**src/rtl/tour_pkg.sv**
```systemverilog
// Shared types and constants for the Knight tour command sequencer.
package tour_pkg;

  typedef enum logic [2:0] {
    ST_IDLE,
    ST_SEND,
    ST_WAIT_SNT,
    ST_WAIT_RESP,
    ST_DONE
  } seq_state_t;

  typedef enum logic [1:0] {
    ERR_NONE    = 2'd0,
    ERR_NACK    = 2'd1,
    ERR_TIMEOUT = 2'd2,
    ERR_ABORT   = 2'd3
  } err_code_t;

  localparam logic [7:0]  POS_ACK         = 8'hA5;
  localparam logic [15:0] CAL_GYRO        = 16'h2000;
  localparam logic [3:0]  OP_MOVE         = 4'h4;
  localparam logic [3:0]  OP_MOVE_FANFARE = 4'h5;

  function automatic logic [3:0] cmd_opcode(input logic [15:0] c);
    return c[15:12];
  endfunction

endpackage

```
**src/rtl/tour_sequencer_cmd_fifo.sv**
```systemverilog
// Command FIFO: wrap-bit pointers, combinational head for the sequencer's registered cmd.
module cmd_fifo #(
  parameter int DEPTH = 32,
  parameter int W     = 16
) (
  input  logic                     clk,
  input  logic                     rst_n,
  input  logic                     push,
  input  logic                     pop,
  input  logic                     flush,
  input  logic [W-1:0]             din,
  output logic [W-1:0]             head,
  output logic                     full,
  output logic                     empty,
  output logic [$clog2(DEPTH):0]   count
);

  localparam int AW = $clog2(DEPTH);

  logic [W-1:0] mem [DEPTH];
  logic [AW:0]  wr_ptr;
  logic [AW:0]  rd_ptr;

  // Full when the wrap bits differ and the index bits match.
  assign full  = (wr_ptr[AW] != rd_ptr[AW]) && (wr_ptr[AW-1:0] == rd_ptr[AW-1:0]);
  assign empty = (wr_ptr == rd_ptr);
  assign count = wr_ptr - rd_ptr;
  assign head  = mem[rd_ptr[AW-1:0]];

  always_ff @(posedge clk) begin
    if (push && !full) begin
      mem[wr_ptr[AW-1:0]] <= din;
    end
  end

  always_ff @(posedge clk or negedge rst_n) begin
    if (!rst_n) begin
      wr_ptr <= '0;
      rd_ptr <= '0;
    end else if (flush) begin
      wr_ptr <= '0;
      rd_ptr <= '0;
    end else begin
      if (push && !full) begin
        wr_ptr <= wr_ptr + 1'b1;
      end
      if (pop && !empty) begin
        rd_ptr <= rd_ptr + 1'b1;
      end
    end
  end

endmodule

```
**src/rtl/tour_sequencer.sv**
```systemverilog
// Plays buffered Knight commands to RemoteComm one at a time, checking each
// response for the positive acknowledge with per-attempt timeout and retries.
module tour_sequencer
  import tour_pkg::*;
#(
  parameter int               DEPTH     = 32,
  parameter int               TMO_W     = 24,
  parameter logic [TMO_W-1:0] TIMEOUT   = 24'hFFFFFF,
  parameter int               MAX_RETRY = 2,
  parameter logic [7:0]       ACK_VAL   = POS_ACK
) (
  input  logic                   clk,
  input  logic                   rst_n,
  input  logic                   ld_vld,
  input  logic [15:0]            ld_cmd,
  output logic                   ld_rdy,
  input  logic                   start,
  input  logic                   abort,
  output logic [15:0]            cmd,
  output logic                   snd_cmd,
  input  logic                   cmd_snt,
  input  logic                   resp_rdy,
  input  logic [7:0]             resp,
  output logic                   busy,
  output logic                   done,
  output logic                   err,
  output logic [1:0]             err_code,
  output logic [$clog2(DEPTH):0] cmds_done
);

  localparam int               CW       = $clog2(DEPTH) + 1;
  localparam int               RTW      = (MAX_RETRY > 0) ? $clog2(MAX_RETRY + 1) : 1;
  localparam logic [RTW-1:0]   MAX_R    = RTW'(MAX_RETRY);
  localparam logic [TMO_W-1:0] TMO_LAST = TIMEOUT - TMO_W'(1);

  seq_state_t       state;
  err_code_t        err_code_q;
  logic [TMO_W-1:0] timer;
  logic [RTW-1:0]   retry_cnt;
  logic             reload;

  logic [15:0]      fifo_head;
  logic             fifo_full;
  logic             fifo_empty;
  logic [CW-1:0]    fifo_count;
  logic             push_en;
  logic             pop_en;
  logic             ack_hit;
  logic             last_cmd;

  assign ld_rdy   = !fifo_full;
  assign push_en  = ld_vld && !fifo_full;
  assign ack_hit  = (state == ST_WAIT_RESP) && resp_rdy && (resp == ACK_VAL);
  assign pop_en   = ack_hit && !abort;
  // A push landing in the same cycle as the final pop keeps the run going.
  assign last_cmd = (fifo_count == CW'(1)) && !push_en;
  assign busy     = (state != ST_IDLE);
  assign err_code = err_code_q;

  cmd_fifo #(
    .DEPTH (DEPTH),
    .W     (16)
  ) u_fifo (
    .clk   (clk),
    .rst_n (rst_n),
    .push  (push_en),
    .pop   (pop_en),
    .flush (abort),
    .din   (ld_cmd),
    .head  (fifo_head),
    .full  (fifo_full),
    .empty (fifo_empty),
    .count (fifo_count)
  );

  always_ff @(posedge clk or negedge rst_n) begin
    if (!rst_n) begin
      state      <= ST_IDLE;
      err_code_q <= ERR_NONE;
      timer      <= '0;
      retry_cnt  <= '0;
      reload     <= 1'b0;
      cmd        <= '0;
      snd_cmd    <= 1'b0;
      done       <= 1'b0;
      err        <= 1'b0;
      cmds_done  <= '0;
    end else begin
      snd_cmd <= 1'b0;
      done    <= 1'b0;
      if (abort && state != ST_IDLE) begin
        state      <= ST_IDLE;
        reload     <= 1'b0;
        err        <= 1'b1;
        err_code_q <= ERR_ABORT;
      end else begin
        case (state)
          ST_IDLE: begin
            if (start && !abort) begin
              err        <= 1'b0;
              err_code_q <= ERR_NONE;
              cmds_done  <= '0;
              retry_cnt  <= '0;
              if (fifo_empty) begin
                state <= ST_DONE;
              end else begin
                state   <= ST_SEND;
                cmd     <= fifo_head;
                snd_cmd <= 1'b1;
              end
            end
          end
          ST_SEND: begin
            // After an ACK the popped head settles for one cycle before the strobe.
            if (reload) begin
              reload  <= 1'b0;
              cmd     <= fifo_head;
              snd_cmd <= 1'b1;
            end else begin
              timer <= '0;
              state <= ST_WAIT_SNT;
            end
          end
          ST_WAIT_SNT, ST_WAIT_RESP: begin
            if (state == ST_WAIT_RESP && resp_rdy) begin
              if (resp == ACK_VAL) begin
                cmds_done <= cmds_done + CW'(1);
                retry_cnt <= '0;
                if (last_cmd) begin
                  state <= ST_DONE;
                end else begin
                  state  <= ST_SEND;
                  reload <= 1'b1;
                end
              end else begin
                err        <= 1'b1;
                err_code_q <= ERR_NACK;
                state      <= ST_IDLE;
              end
            end else if (timer == TMO_LAST) begin
              if (retry_cnt < MAX_R) begin
                retry_cnt <= retry_cnt + RTW'(1);
                state     <= ST_SEND;
                cmd       <= fifo_head;
                snd_cmd   <= 1'b1;
              end else begin
                err        <= 1'b1;
                err_code_q <= ERR_TIMEOUT;
                state      <= ST_IDLE;
              end
            end else begin
              timer <= timer + TMO_W'(1);
              if (state == ST_WAIT_SNT && cmd_snt) begin
                state <= ST_WAIT_RESP;
              end
            end
          end
          ST_DONE: begin
            done  <= 1'b1;
            state <= ST_IDLE;
          end
          default: state <= ST_IDLE;
        endcase
      end
    end
  end

endmodule

```
**config.mk**
```make
export PLATFORM = sky130hd
export DESIGN_NAME = tour_sequencer
export DESIGN_NICKNAME = d
export VERILOG_FILES = /design/src/rtl/tour_pkg.sv /design/src/rtl/tour_sequencer_cmd_fifo.sv /design/src/rtl/tour_sequencer.sv
export SDC_FILE = /design/constraint.sdc
export NUM_CORES = 1
export LEC_CHECK = 0
export CORE_ASPECT_RATIO = 1.75
export CORE_UTILIZATION = 62
export DETAILED_ROUTE_END_ITERATION = 8
export GPL_TIMING_DRIVEN = 1
export PLACE_DENSITY = 0.8
export SETUP_SLACK_MARGIN = 0.2
export SKIP_CTS_REPAIR_TIMING = 1
export SLEW_MARGIN = 20
export SYNTH_ARGS = -nofsm -noshare
export SYNTH_HDL_FRONTEND = slang
export SYNTH_HIERARCHICAL = 1
export SYNTH_SLANG_ARGS = --single-unit
```
**constraint.sdc**
```tcl
create_clock -name clk -period 5.2 [get_ports clk]
set_input_delay 1.3 -clock clk [delete_from_list [all_inputs] [get_ports clk]]
set_output_delay 1.3 -clock clk [all_outputs]
set_load 0.02 [all_outputs]
```
==> run summary, run 1 <==
The count of flip-flops with a built-in enable after synthesis is 512. The switching power came out at 2360 uW. By area the synthesized netlist is led by sky130_fd_sc_hd__edfxtp_1 65%, sky130_fd_sc_hd__mux4_2 8.4%, sky130_fd_sc_hd__dfrtp_1 7.2%, sky130_fd_sc_hd__mux2i_1 2.9%, sky130_fd_sc_hd__a21oi_1 1.3%. By count the netlist is led by 512 x sky130_fd_sc_hd__edfxtp_1, 89 x sky130_fd_sc_hd__mux4_2, 69 x sky130_fd_sc_hd__dfrtp_1. The worst path needs 4530 ps of the cycle, external delays included.

The final worst clock skew came out at 20.9 ps. The critical path is of the flip-flop to output pin type. Counting cells, the worst reg-to-reg path comes to 10. The max-capacitance violation count is 0.

The final count of pins violating max slew came to 0. The clock-pin slew reported for the worst setup and hold paths after clock tree synthesis came out at 70 ps. At the end of routability-driven placement, the weighted congestion stood at 0.909. Counting distinct cell types in the post-synthesis netlist gives 91. The share of post-route cells with drive strength above 1 came out at 19.5%.

The global-route wire length before repair is 79300 um. STA puts the critical path data required time at 3900 ps. The iteration count of the initial detailed-routing pass came out at 5.

The area share of the largest cell type after synthesis is 64.5%. The warning count from the yosys run came out at 6. The setup slack on the worst flop-to-flop path came out at 1180 ps. The power density normalized to cell area came out at 384 nW/um2. The post-route setup TNS is 0 ps. The floorplan step defined a die boundary enclosing 39200 um2. The number of buffer cells added on primary ports is 59. The worst hold path terminates at cmds_done[5]. After detailed placement, the total cell area comes to 24900 um2.

The post-synthesis net count came out at 1355. The post-synthesis to final-layout area growth came out at 11.4%. IR analysis of the VDD net gives a maximum drop of 300 uV.

The multi-input gate area in the final layout is 6210 um2. The die extent in x is 150 um. The synthesized area divided by synthesized cell count is 18.2 um2. The first routing iteration left 1225 violations. Global routing used 28.0% of the available tracks. The cell depth of the worst min-delay path is 1. The antenna diode instance count came out at 0. In this run the worst hold path is classified as flip-flop to flip-flop.

In the routed design, unresolved DRC markers number 0. The number of instances in the synthesized netlist is 1310. The total area inside the core boundary comes to 37800 um2. Once detail routing completed, the nets flagged for antenna violations numbered 0. The total congestion overflow after global routing is 0. The post-placement setup slack came out at 1130 ps.

The maximum clock path buffer count is 3. Summing over every cut layer, the via total after detailed routing is 12900. The CTS tree is built. The initial antenna violation count is 0. Clock tree synthesis selected as its root buffer the cell sky130_fd_sc_hd__clkbuf_16. The area of the mapped netlist came out at 23800 um2. The flip-flop and latch area came out at 17100 um2. For this design the top-level I/O count stands at 60.

The average vias per placed instance is 6.73. Setup repair after global routing left no endpoint under its margin. The leakage dissipation came out at 0.00857 uW. The startpoint identified for the worst hold timing path is cmds_done[5]. The switching power share of the total came out at 23.1%. STA classifies the critical path startpoint as a flip-flop.

The final hold slack came out at 493 ps. In this run the critical register-to-register path is launched from u_fifo/rd_ptr[4]. The number of sinks handled by clock tree synthesis came out at 581. Of the synthesized area, sequential elements account for 71.8%. The setup-violating endpoint count in the final report came out at 0.

The chip height came out at 261 um. The worst reg2reg path endpoint is u_fifo/mem[13][2]. The number of global-route vias before repair is 13300. After the last flow step, the layout net total stands at 1443. STA classifies the critical path endpoint as an output pin. Detailed placement finished with a half-perimeter wire length of 31300 um. In the final routed layout, each cell accounts on average for 27.4 um. The cell type contributing the most total cell area after synthesis is sky130_fd_sc_hd__edfxtp_1. The total wirelength of the detailed-routed design is 52600 um. Clock tree synthesis inserted a total of 49 buffers. The final instance area came out at 26500 um2. The prevailing post-synth register cell is sky130_fd_sc_hd__edfxtp_1.

The highest clock frequency the design can meet came out at 221 MHz. The initialized floorplan defines 94 standard-cell rows. The clock network fraction of design power came out at 37.7%. The flow ran to the end, and the final reports show no timing, DRC or antenna violations. The async set or reset register ratio after synthesis came out at 11.9%. The worst slew margin relative to its limit came out at 26.5%.

The initial utilization of the core area, before any placement, comes to 63.1%. The overall power after layout is 10200 uW. At the later pin of the worst-skew pair, clock insertion delay measures 570 ps. Registers are responsible for 52.5% of the overall power. The number of storage elements in the synthesis netlist is 581. The leading cell type by number of instances after synthesis is sky130_fd_sc_hd__edfxtp_1. The data arrival time of the critical path came out at 3230 ps. The internal power of the cells is 7830 uW. The combinational power share came out at 9.8%. Along the worst path, the maximum fanout reaches 19. The count of final hold-check violations came to 0. The final critical-path setup slack is 671 ps.

The H-tree was split into 2 levels. The final clock period utilization by the worst path came out at 87.1%. For the pin with the worst max-slew slack, the measured transition is 1100 ps. The pin count of the biggest net entering global routing came out at 112. The number of fill cells in the layout is 2258.
## critical path, stage by stage, from the launching register on
cell                              delay (ps)
sky130_fd_sc_hd__dfrtp_1                 330
sky130_fd_sc_hd__buf_4                   250
sky130_fd_sc_hd__clkinv_1                540
sky130_fd_sc_hd__ha_1                    670
sky130_fd_sc_hd__nand2_1                 110
sky130_fd_sc_hd__nor2_1                  150
sky130_fd_sc_hd__inv_1                    70
sky130_fd_sc_hd__clkdlybuf4s50_1         540
## how the worst max path moves through the flow
stage / from / to / slack (ps)
6_report: u_fifo/rd_ptr[4] / ld_rdy / 670
5_1_grt: u_fifo/rd_ptr[4] / ld_rdy / 450
4_1_cts: u_fifo/rd_ptr[4] / ld_rdy / 650
3_5_place_dp: resp[2] / u_fifo/rd_ptr[5] / 1130
3_3_place_gp: resp[2] / u_fifo/rd_ptr[5] / 1250
2_1_floorplan: u_fifo/rd_ptr[1] / u_fifo/mem[30][0] / 1570
## cells in the final DEF (no fill, tap or decap), types with 7 or more instances in the layout
master                            netlist  layout
sky130_fd_sc_hd__edfxtp_1             512     512
sky130_fd_sc_hd__mux4_2                89      89
sky130_fd_sc_hd__mux2i_1               68      68
sky130_fd_sc_hd__dfrtp_1               69      67
sky130_fd_sc_hd__nor2_1                63      61
sky130_fd_sc_hd__a21oi_1               61      61
sky130_fd_sc_hd__clkbuf_16              0      51
sky130_fd_sc_hd__buf_4                  5      46
sky130_fd_sc_hd__clkdlybuf4s50_1        0      45
sky130_fd_sc_hd__nand2_1               40      40
sky130_fd_sc_hd__o221ai_1              32      32
sky130_fd_sc_hd__o21ai_0               18      18
sky130_fd_sc_hd__a22oi_1               18      18
sky130_fd_sc_hd__o31ai_1               17      17
sky130_fd_sc_hd__a211oi_1              17      17
sky130_fd_sc_hd__or4_1                 16      16
sky130_fd_sc_hd__a22o_1                16      16
sky130_fd_sc_hd__inv_1                 15      15
sky130_fd_sc_hd__ha_1                  13      13
sky130_fd_sc_hd__buf_2                 17      13
sky130_fd_sc_hd__nand4_1               12      12
sky130_fd_sc_hd__mux2_2                11      11
sky130_fd_sc_hd__clkinv_2               0      11
sky130_fd_sc_hd__nand3_1               10      10
sky130_fd_sc_hd__mux2_4                 9       9
sky130_fd_sc_hd__clkinv_1               1       9
sky130_fd_sc_hd__clkbuf_1              26       8
sky130_fd_sc_hd__bufinv_16              0       8
sky130_fd_sc_hd__nor3_1                 7       7
sky130_fd_sc_hd__nor2b_1                8       7
sky130_fd_sc_hd__xnor2_1                7       7
sky130_fd_sc_hd__mux4_1                 7       7
## cell families (layout without fill, tap and decap cells)
kind of cell,count (synthesis),after routing,share of synthesized area [%]
AO/OA/AOI/OAI,218,218,6.51
XOR/XNOR,11,11,0.467
adder cells (fa/ha/maj),14,14,0.767
buffers and inverters,85,214,2.19
flip-flops,581,581,71.8
multiplexers,184,184,13.1
AND/OR/NAND/NOR,217,217,5.15
## stage by stage
| step | instances | util, % |
|---|---|---|
| 4_1_cts | 1919 | 70.5 |
| 3_3_place_gp | 1827 | 66.0 |
| 3_5_place_dp | 1827 | 66.0 |
| 2_1_floorplan | 1310 | - |
| 5_1_grt | 1919 | 70.3 |
| 6_report | 1919 | 70.3 |
## per-layer routing
layer / track usage, % / routed length, um / vias to the layer above
met5: 0 / 0 / -
met4: 14.5 / 2700 / 0
met3: 3.34 / 3280 / 127
met2: 50.2 / 28100 / 619
met1: 33.2 / 18500 / 6636
li1: - / - / 5533
## flip-flops by register name, indices dropped and copies added (netlist names)
name,cells
u_fifo/rd_ptr,6
done,1
err_code,2
timer,24
snd_cmd,1
u_fifo/mem,512
err,1
u_fifo/wr_ptr,6
reload,1
state,3
cmd,16
retry_cnt,2
cmds_done,6
## final cells by class
type	count	share of cell area (%)
flip-flops and latches	581	64.4
multi-input cells	644	23.4
clock buffers	60	4.97
repair buffers	105	3.32
well taps	480	2.26
clock inverters	32	1.38
inverters	17	0.240
## power groups by stage
stage / Combinational (uW) / Sequential [uW] / Clock [uW]
after CTS: 1010 / 5350 / 3870
after global routing: 1080 / 5360 / 4060
after floorplan: 549 / 5480 / 0
final: 999 / 5350 / 3840
after global placement: 970 / 5440 / 0
after detailed placement: 998 / 5450 / 0
Power figures use the tool's default switching activity.
==> inputs of run 2 (changes only) <==
--- a/config.mk
+++ b/config.mk
@@ -9,7 +9,7 @@
 export CORE_UTILIZATION = 62
 export DETAILED_ROUTE_END_ITERATION = 8
 export GPL_TIMING_DRIVEN = 1
-export PLACE_DENSITY = 0.8
+export PLACE_DENSITY = 0.81
 export SETUP_SLACK_MARGIN = 0.2
 export SKIP_CTS_REPAIR_TIMING = 1
 export SLEW_MARGIN = 20
==> run 2 against run 1 <==
Effect of this change:
- clock-buffer cell count is 2 lower
- wire length is 0.65% higher
- combinational power hardly changed
- first-iteration DRC count decreased by 3.0%
- sequential power hardly changed
- cell area down 0.16%
- critical endpoint unchanged
- utilization fell by 0.11 points
- setup slack worse by 1.4 ps
- non-clock buffer count stayed put
- clock skew is 4.4 ps lower
==> run summary, run 2 (synthesis results as in run 1) <==
The endpoint class of the critical path is an output pin. The overall routing resource usage is 28.0% (about the same). The final clock period utilization by the worst path came to 87.1% (about the same).

In this run the critical register-to-register path is launched from u_fifo/rd_ptr[4]. The highest clock frequency the design can meet came out at 221 MHz (about the same). The area of the core region is 37800 um2 (unchanged).

The number of buffers created by CTS is 49 (unchanged). The library cell used most frequently in the layout, excluding fill and tap cells, is sky130_fd_sc_hd__edfxtp_1. The final worst clock skew came out at 16.5 ps (-4.39 ps). The routability congestion estimate from global placement was 0.925 (+1.8%). The antenna diode instance count came out at 0 (unchanged).

The clock-pin slew reported for the worst setup and hold paths after clock tree synthesis is 70 ps (about the same). The maximum clock path buffer count came out at 3 (unchanged). The leakage dissipation came out at 0.00854 uW (-0.34%). The worst slew margin relative to its limit came out at 29.5% (+3.0 points). The run finished with clean final reports. TritonCTS built the clock tree.

The total congestion overflow after global routing came out at 0 (unchanged). The start point of the critical path is u_fifo/rd_ptr[4]. The clock latency on the worst-skew pair is 560 ps (about the same). The number of primary I/O pins is 60 (unchanged). The routed wirelength normalized by instance count is 27.6 um (+0.86%). The die area is 39200 um2 (unchanged). The iteration count of the initial detailed-routing pass is 5 (unchanged). The transition time of the tightest slew-check pin came out at 1050 ps (-47.5 ps). The initial detailed-routing violation count is 1188 (-3.0%). Setup repair after global routing left no endpoint under its margin. The final critical-path setup slack came out at 670 ps (-1.44 ps). The tree is rooted in a sky130_fd_sc_hd__clkbuf_16. The number of buffer cells added on primary ports came out at 59 (unchanged). The number of global-route vias before repair is 13300 (-0.22%). The average vias per placed instance came to 6.77 (+0.57%). The flip-flop count of the largest register after layout came out at 512 (unchanged).

The final count of pins violating max slew is 0 (unchanged). The global-route wire length before repair is 79600 um (+0.33%). The count of final hold-check violations is 0 (unchanged).

The worst hold path belongs to the class flip-flop to flip-flop. The kind of critical path is flip-flop to output pin. STA classifies the critical path startpoint as a flip-flop.

The total wirelength of the detailed-routed design was 52900 um (+0.65%). The H-tree depth came out at 2 (unchanged). The power density normalized to cell area came out at 382 nW/um2 (-0.43%). The initial antenna violation count came to 0 (unchanged). The chip height is 261 um (unchanged). The data arrival time of the critical path is 3230 ps (about the same). The count of nets after finishing is 1443 (unchanged). The maximum resistive drop on vdd is 252 uV (-16%). The share of post-route cells with drive strength above 1 is 19.3% (-0.22 points). The number of sinks handled by clock tree synthesis came out at 581 (unchanged). The number of antenna-violating nets in the routed design came out at 0 (unchanged).

The number of cells on the worst reg-to-reg path is 9 (-1). The library cells used most frequently in the layout, excluding fill and tap cells, are 512 x sky130_fd_sc_hd__edfxtp_1, 89 x sky130_fd_sc_hd__mux4_2, 68 x sky130_fd_sc_hd__mux2i_1. The number of cell rows was 94 (unchanged). The pin count of the biggest net entering global routing is 111 (-0.89%). The largest fanout on the critical path came out at 19 (unchanged). The detailed-placement wirelength estimate came out at 32000 um (+2.3%).

The setup-violating endpoint count in the final report was 0 (unchanged). The setup slack on the worst flop-to-flop path was 1230 ps (+50 ps). The detailed-route via count is 13000 (+0.36%). The worst reg2reg path endpoint is u_fifo/mem[7][4]. The number of remaining DRC errors is 0 (unchanged). The largest stage delay on the critical path came to 670 ps (about the same). The die extent in x is 150 um (unchanged). The cell at the slowest stage of the critical path is sky130_fd_sc_hd__ha_1. The post-placement setup slack is 1100 ps (-33.2 ps).

The worst path required time is 3900 ps (about the same). The endpoint of the worst setup timing path is ld_rdy. The signal on the critical path passes through buf_4 > clkinv_1 > ha_1 > nand2_1 > nor2_1 > inv_1 > clkdlybuf4s50_1. The max-capacitance violation count came out at 0 (unchanged). The final critical-path required period is 4530 ps (+1.44 ps). The initial cell density of the core is 63.1% (unchanged). The post-route setup TNS is 0 ps (unchanged). Compared with the post-synthesis result, the final layout area differs by 11.3%.
## run 2: changes by cell type in the layout (fill, tap and decap cells not counted), moves of 2 or more
cell | previous run | this run
sky130_fd_sc_hd__buf_2 | 13 | 15
sky130_fd_sc_hd__clkbuf_16 | 51 | 49
sky130_fd_sc_hd__clkinv_2 | 11 | 6
sky130_fd_sc_hd__clkinv_1 | 9 | 11
sky130_fd_sc_hd__clkdlybuf4s50_1 | 45 | 43
## run 2: power breakdown
part	internal (uW)	switching, uW	total, uW
Sequential	5210	144	5350
Clock	2180	1590	3770
Combinational	410	594	1000
## run 2: critical path, delay by kind of cell (launching register included)
kind          cells  cell delay [ps]
fa+ha+maj         1              670
flops             1              340
buf+inv           4             1390
simple gates      2              260
## run 2: area by class of cell
cell class / count / area [um2]
sequential: 581 / 17100
timing repair buffer: 105 / 883
fill: 2254 / 11200
clock buffer: 58 / 1260
inverter: 17 / 63.8
tap: 480 / 601
multi-input combinational: 644 / 6210
clock inverter: 30 / 379
## run 2: per-layer routing
metal  part of all wire [%]  GRT usage, %  vias to the layer above
li1                       -             -                     5539
met1                     36          34.4                     6672
met2                     53          48.5                      621
met3                    5.8          3.08                      130
met4                    5.5          15.6                        0
met5                      0             0                        -
## run 2: worst min-delay path by stage
stage	startpoint	endpoint	cells after the start	slack [ps]
detailed placement	cmds_done[5]	cmds_done[5]	1	480
CTS	cmds_done[5]	cmds_done[5]	1	490
finish	cmds_done[5]	cmds_done[5]	1	490
global route	cmds_done[5]	cmds_done[5]	1	500
global placement	cmds_done[5]	cmds_done[5]	1	470
floorplan	timer[5]	timer[5]	1	490
## run 2: stage by stage
step | hold WS, ps | cell area (um2) | instances | total power, uW | utilization (%)
after detailed placement | 480 | 24900 | 1827 | 6450 | 66.1
after global routing | 503 | 26500 | 1915 | 10400 | 70.2
after CTS | 492 | 26600 | 1915 | 10200 | 70.4
after global placement | 475 | 24900 | 1827 | 6410 | 66.1
final | 487 | 26500 | 1915 | 10100 | 70.2
after floorplan | 494 | 23800 | 1310 | 6030 | -
==> inputs of run 3 (changes only) <==
--- a/config.mk
+++ b/config.mk
@@ -5,11 +5,13 @@
 export SDC_FILE = /design/constraint.sdc
 export NUM_CORES = 1
 export LEC_CHECK = 0
+export ABC_AREA = 1
 export CORE_ASPECT_RATIO = 1.75
 export CORE_UTILIZATION = 62
 export DETAILED_ROUTE_END_ITERATION = 8
 export GPL_TIMING_DRIVEN = 1
 export PLACE_DENSITY = 0.81
+export REMOVE_ABC_BUFFERS = 1
 export SETUP_SLACK_MARGIN = 0.2
 export SKIP_CTS_REPAIR_TIMING = 1
 export SLEW_MARGIN = 20
==> run 3 against run 2 <==
Effect of this change:
- clock power fell by 5%
- sequential cell count did not move
- total power fell by 1.1%
- sequential power fell by 1%
- hold slack got worse by 13 ps
- critical path depth rose by 1
- synthesized area rose by 10%
- non-clock buffer count rose by 11
- clock skew fell by 2.3 ps
- setup slack improved by 160 ps
==> run summary, run 3 <==
From synthesis to final layout, the design area changed by 9.54%. The pin count of the biggest net entering global routing is 113 (+1.8%). The clock-pin slew reported for the worst setup and hold paths after clock tree synthesis is 70 ps (about the same). The number of buffers created by CTS is 49 (unchanged).

The worst path required time came to 3900 ps (about the same). The switching power share of the total is 25.2% (+2.3 points). The number of cell rows came to 99 (+5.3%). The number of storage elements in the synthesis netlist is 581 (unchanged). The initial cell density of the core is 62.9% (-0.22 points). The final count of pins violating max slew came out at 0 (unchanged).

The final critical-path required period is 4370 ps (-163 ps). The area share of the largest cell type after synthesis came out at 58.6% (-6.0 points). The clock network fraction of design power is 35.8% (-1.4 points). The top cell types in the final layout, fill and taps aside, are 919 x sky130_fd_sc_hd__nand2_1, 512 x sky130_fd_sc_hd__edfxtp_1, 379 x sky130_fd_sc_hd__nand3_1. The number of instances in the synthesized netlist came to 2640 (+100%).

The warning count from the yosys run is 6 (unchanged). The flow ran to the end, and the final reports show no timing, DRC or antenna violations. The worst slew margin relative to its limit is 23.5% (-6.0 points). The highest clock frequency the design can meet came out at 229 MHz (+3.7%). The final critical-path setup slack came out at 833 ps (+163 ps). Of all cell types, the one taking the most synthesized area is sky130_fd_sc_hd__edfxtp_1. The total wirelength of the detailed-routed design is 64000 um (+21%). The global-route wire length before repair is 98400 um (+24%). Setup repair after global routing left no endpoint under its margin. The leakage dissipation came out at 0.0118 uW (+38%). The routability congestion estimate from global placement is 0.968 (+4.5%). The worst setup path is launched from a flip-flop. TritonCTS built the clock tree.

The routing layer with the top usage in global route is met2. The combinational power share is 11.5% (+1.6 points). The cell depth of the worst min-delay path came out at 2 (+1). The sequential cell area fraction in the yosys report is 65.2% (-6.6 points). The number of buffer cells added on primary ports came to 59 (unchanged). The async set or reset register ratio after synthesis came out at 11.9% (unchanged). The critical path in this run is classified as flip-flop to output pin. The end-of-flow core utilization is 68.9% (-1.3 points). The internal power of the cells came to 7490 uW (-4.0%).

The detailed-route via count is 19000 (+46%). The average vias per placed instance came out at 5.77 (-15%). The number of fill cells in the layout is 2961 (+31%). The number of remaining DRC errors came to 0 (unchanged). The count of flip-flops with a built-in enable after synthesis came out at 512 (unchanged). Clock tree synthesis selected as its root buffer the cell sky130_fd_sc_hd__clkbuf_16. The number of antenna-violating nets in the routed design is 0 (unchanged). The initial antenna violation count was 1 (+1).

The routing usage on met1 came to 32.8% (-1.6 points). The H-tree depth came out at 2 (unchanged). The total instance count after detailed placement is 3195 (+75%). The power density normalized to cell area is 348 nW/um2 (-8.8%). The synthesized area divided by synthesized cell count is 9.94 um2 (-45%). The sequential fraction of design power came out at 52.8% (about the same). In the post-synthesis netlist, the biggest area contributors are sky130_fd_sc_hd__edfxtp_1 59%, sky130_fd_sc_hd__nand2_1 13%, sky130_fd_sc_hd__nand3_1 7.2%, sky130_fd_sc_hd__dfrtp_1 6.6%, sky130_fd_sc_hd__inv_1 4.5%.

The data arrival time of the critical path came to 3070 ps (-160 ps). The total congestion overflow after global routing is 0 (unchanged). The number of different library cells in the post-synthesis netlist came out at 42 (-54%). The number of sinks handled by clock tree synthesis was 581 (unchanged). The count of final hold-check violations is 0 (unchanged). The maximum resistive drop on vdd is 230 uV (-8.7%). The fraction of met3 tracks used by global routing came out at 4.01% (+0.93 points). After synthesis, the most frequently instantiated cells are 919 x sky130_fd_sc_hd__nand2_1, 512 x sky130_fd_sc_hd__edfxtp_1, 379 x sky130_fd_sc_hd__nand3_1. The routed wirelength normalized by instance count came out at 19.5 um (-30%).

The flip-flop count of the largest register after layout came out at 512 (unchanged). The path class of the tightest hold or removal check is flip-flop to flip-flop. The die extent in x is 158 um (+4.9%).

The clock latency on the worst-skew pair came out at 590 ps (+30 ps). The max-capacitance violation count came out at 0 (unchanged). The final worst clock skew is 14.2 ps (-2.32 ps).

The overall routing resource usage came out at 30.5% (+2.5 points). The setup-violating endpoint count in the final report is 0 (unchanged). STA classifies the critical path endpoint as an output pin. The area of the mapped netlist came out at 26200 um2 (+10%). The post-placement setup slack came out at 1420 ps (+323 ps). The number of global-route vias before repair was 18900 (+42%).

The number of cells on the worst reg-to-reg path was 14 (+5). The transition time of the tightest slew-check pin was 1140 ps (+92.8 ps). The number of standard cells in the final layout excluding fillers came out at 3287 (+72%). The area of the core region came out at 41700 um2 (+11%).

The largest fanout on the critical path came out at 19 (unchanged). The detailed-placement wirelength estimate came to 40600 um (+27%). The number of primary I/O pins came out at 60 (unchanged).

For this run, the leading register cell type out of synthesis is sky130_fd_sc_hd__edfxtp_1. The global routing met2 resource utilization is 54.4% (+5.9 points). The final clock period utilization by the worst path is 84.0% (-3.1 points). The overall power after layout is 10000 uW (-1.1%). The count of nets after finishing is 2736 (+90%). The leading cell type by number of instances after synthesis is sky130_fd_sc_hd__nand2_1. The share of post-route cells with drive strength above 1 came out at 7.14% (-12 points). The initial detailed-routing violation count came out at 1985 (+67%).

The die area came out at 43200 um2 (+10%). The chip height is 274 um (+4.9%). The iteration count of the initial detailed-routing pass is 6 (+1). The post-route setup TNS came out at 0 ps (unchanged).

The switching power is 2530 uW (+8.6%). The maximum clock path buffer count came out at 3 (unchanged). Leaving out fill and tap cells, the most frequent cell in the layout is sky130_fd_sc_hd__nand2_1.
-- run 3: changes by cell type after synthesis, moves of 32 or more --
cell                       change
sky130_fd_sc_hd__nand2_1     +879
sky130_fd_sc_hd__nand3_1     +369
sky130_fd_sc_hd__inv_1       +302
sky130_fd_sc_hd__mux4_2       -89
sky130_fd_sc_hd__mux2i_1      -68
sky130_fd_sc_hd__nor2_1       +67
sky130_fd_sc_hd__buf_2        +36
sky130_fd_sc_hd__o221ai_1     -32
-- run 3: cell families (layout without fill, tap and decap cells) --
group	after synthesis	in the layout	share of synthesized area, %
AO/OA/AOI/OAI	105	105	2.38
XOR/XNOR	14	14	0.467
adder cells (fa/ha/maj)	14	14	0.696
buffers and inverters	447	538	7.66
flip-flops	581	581	65.2
other	0	1	0
AND/OR/NAND/NOR	1479	1479	23.7
-- run 3: layout make-up --
class	count	area [um2]	area share (%)
Antenna cell	1	2.50	0.00870
Clock buffer	57	1280	4.44
Clock inverter	34	273	0.949
Inverter	331	1250	4.35
Multi-Input combinational cell	1612	7150	24.9
Sequential cell	581	17100	59.5
Tap cell	555	694	2.42
Timing Repair Buffer	116	996	3.46
-- run 3: final timing paths --
kind,from,to,slack (ps)
worst max register to register,u_fifo/rd_ptr[4],u_fifo/mem[12][7],1540
worst min register to register,err_code[0],err_code[0],470
max in group asynchronous,rst_n,u_fifo/rd_ptr[0],3330
worst max-delay path,u_fifo/rd_ptr[4],ld_rdy,830
worst min-delay path,err_code[0],err_code[0],470
min in group asynchronous,rst_n,timer[6],870
-- run 3: worst max-delay path, cell delays in order, from the launching register on --
cell,delay [ps]
sky130_fd_sc_hd__dfrtp_1,840
sky130_fd_sc_hd__clkinv_1,210
sky130_fd_sc_hd__ha_1,400
sky130_fd_sc_hd__nand2_1,80
sky130_fd_sc_hd__nor3_2,130
sky130_fd_sc_hd__nand2_1,110
sky130_fd_sc_hd__inv_1,110
sky130_fd_sc_hd__inv_1,70
sky130_fd_sc_hd__clkdlybuf4s50_1,540
-- run 3: per-layer routing --
metal,share of wire [%],wire length [um]
met1,33,21200
met2,52,33200
met3,7.5,4770
met4,7.6,4840
met5,0,0
-- run 3: through the flow --
step	hold WS, ps	area [um2]
3_3_place_gp	456	27200
5_1_grt	492	28800
6_report	474	28800
3_5_place_dp	457	27200
4_1_cts	474	28800
2_1_floorplan	452	25500
-- run 3: power by group through the flow --
| stage | sequential [uW] | combinational (uW) | clock (uW) |
|---|---|---|---|
| floorplan | 5460 | 591 | 0 |
| global placement | 5380 | 1120 | 0 |
| detailed placement | 5390 | 1150 | 0 |
| CTS | 5290 | 1150 | 3620 |
| global route | 5300 | 1260 | 3770 |
| finish | 5290 | 1150 | 3580 |
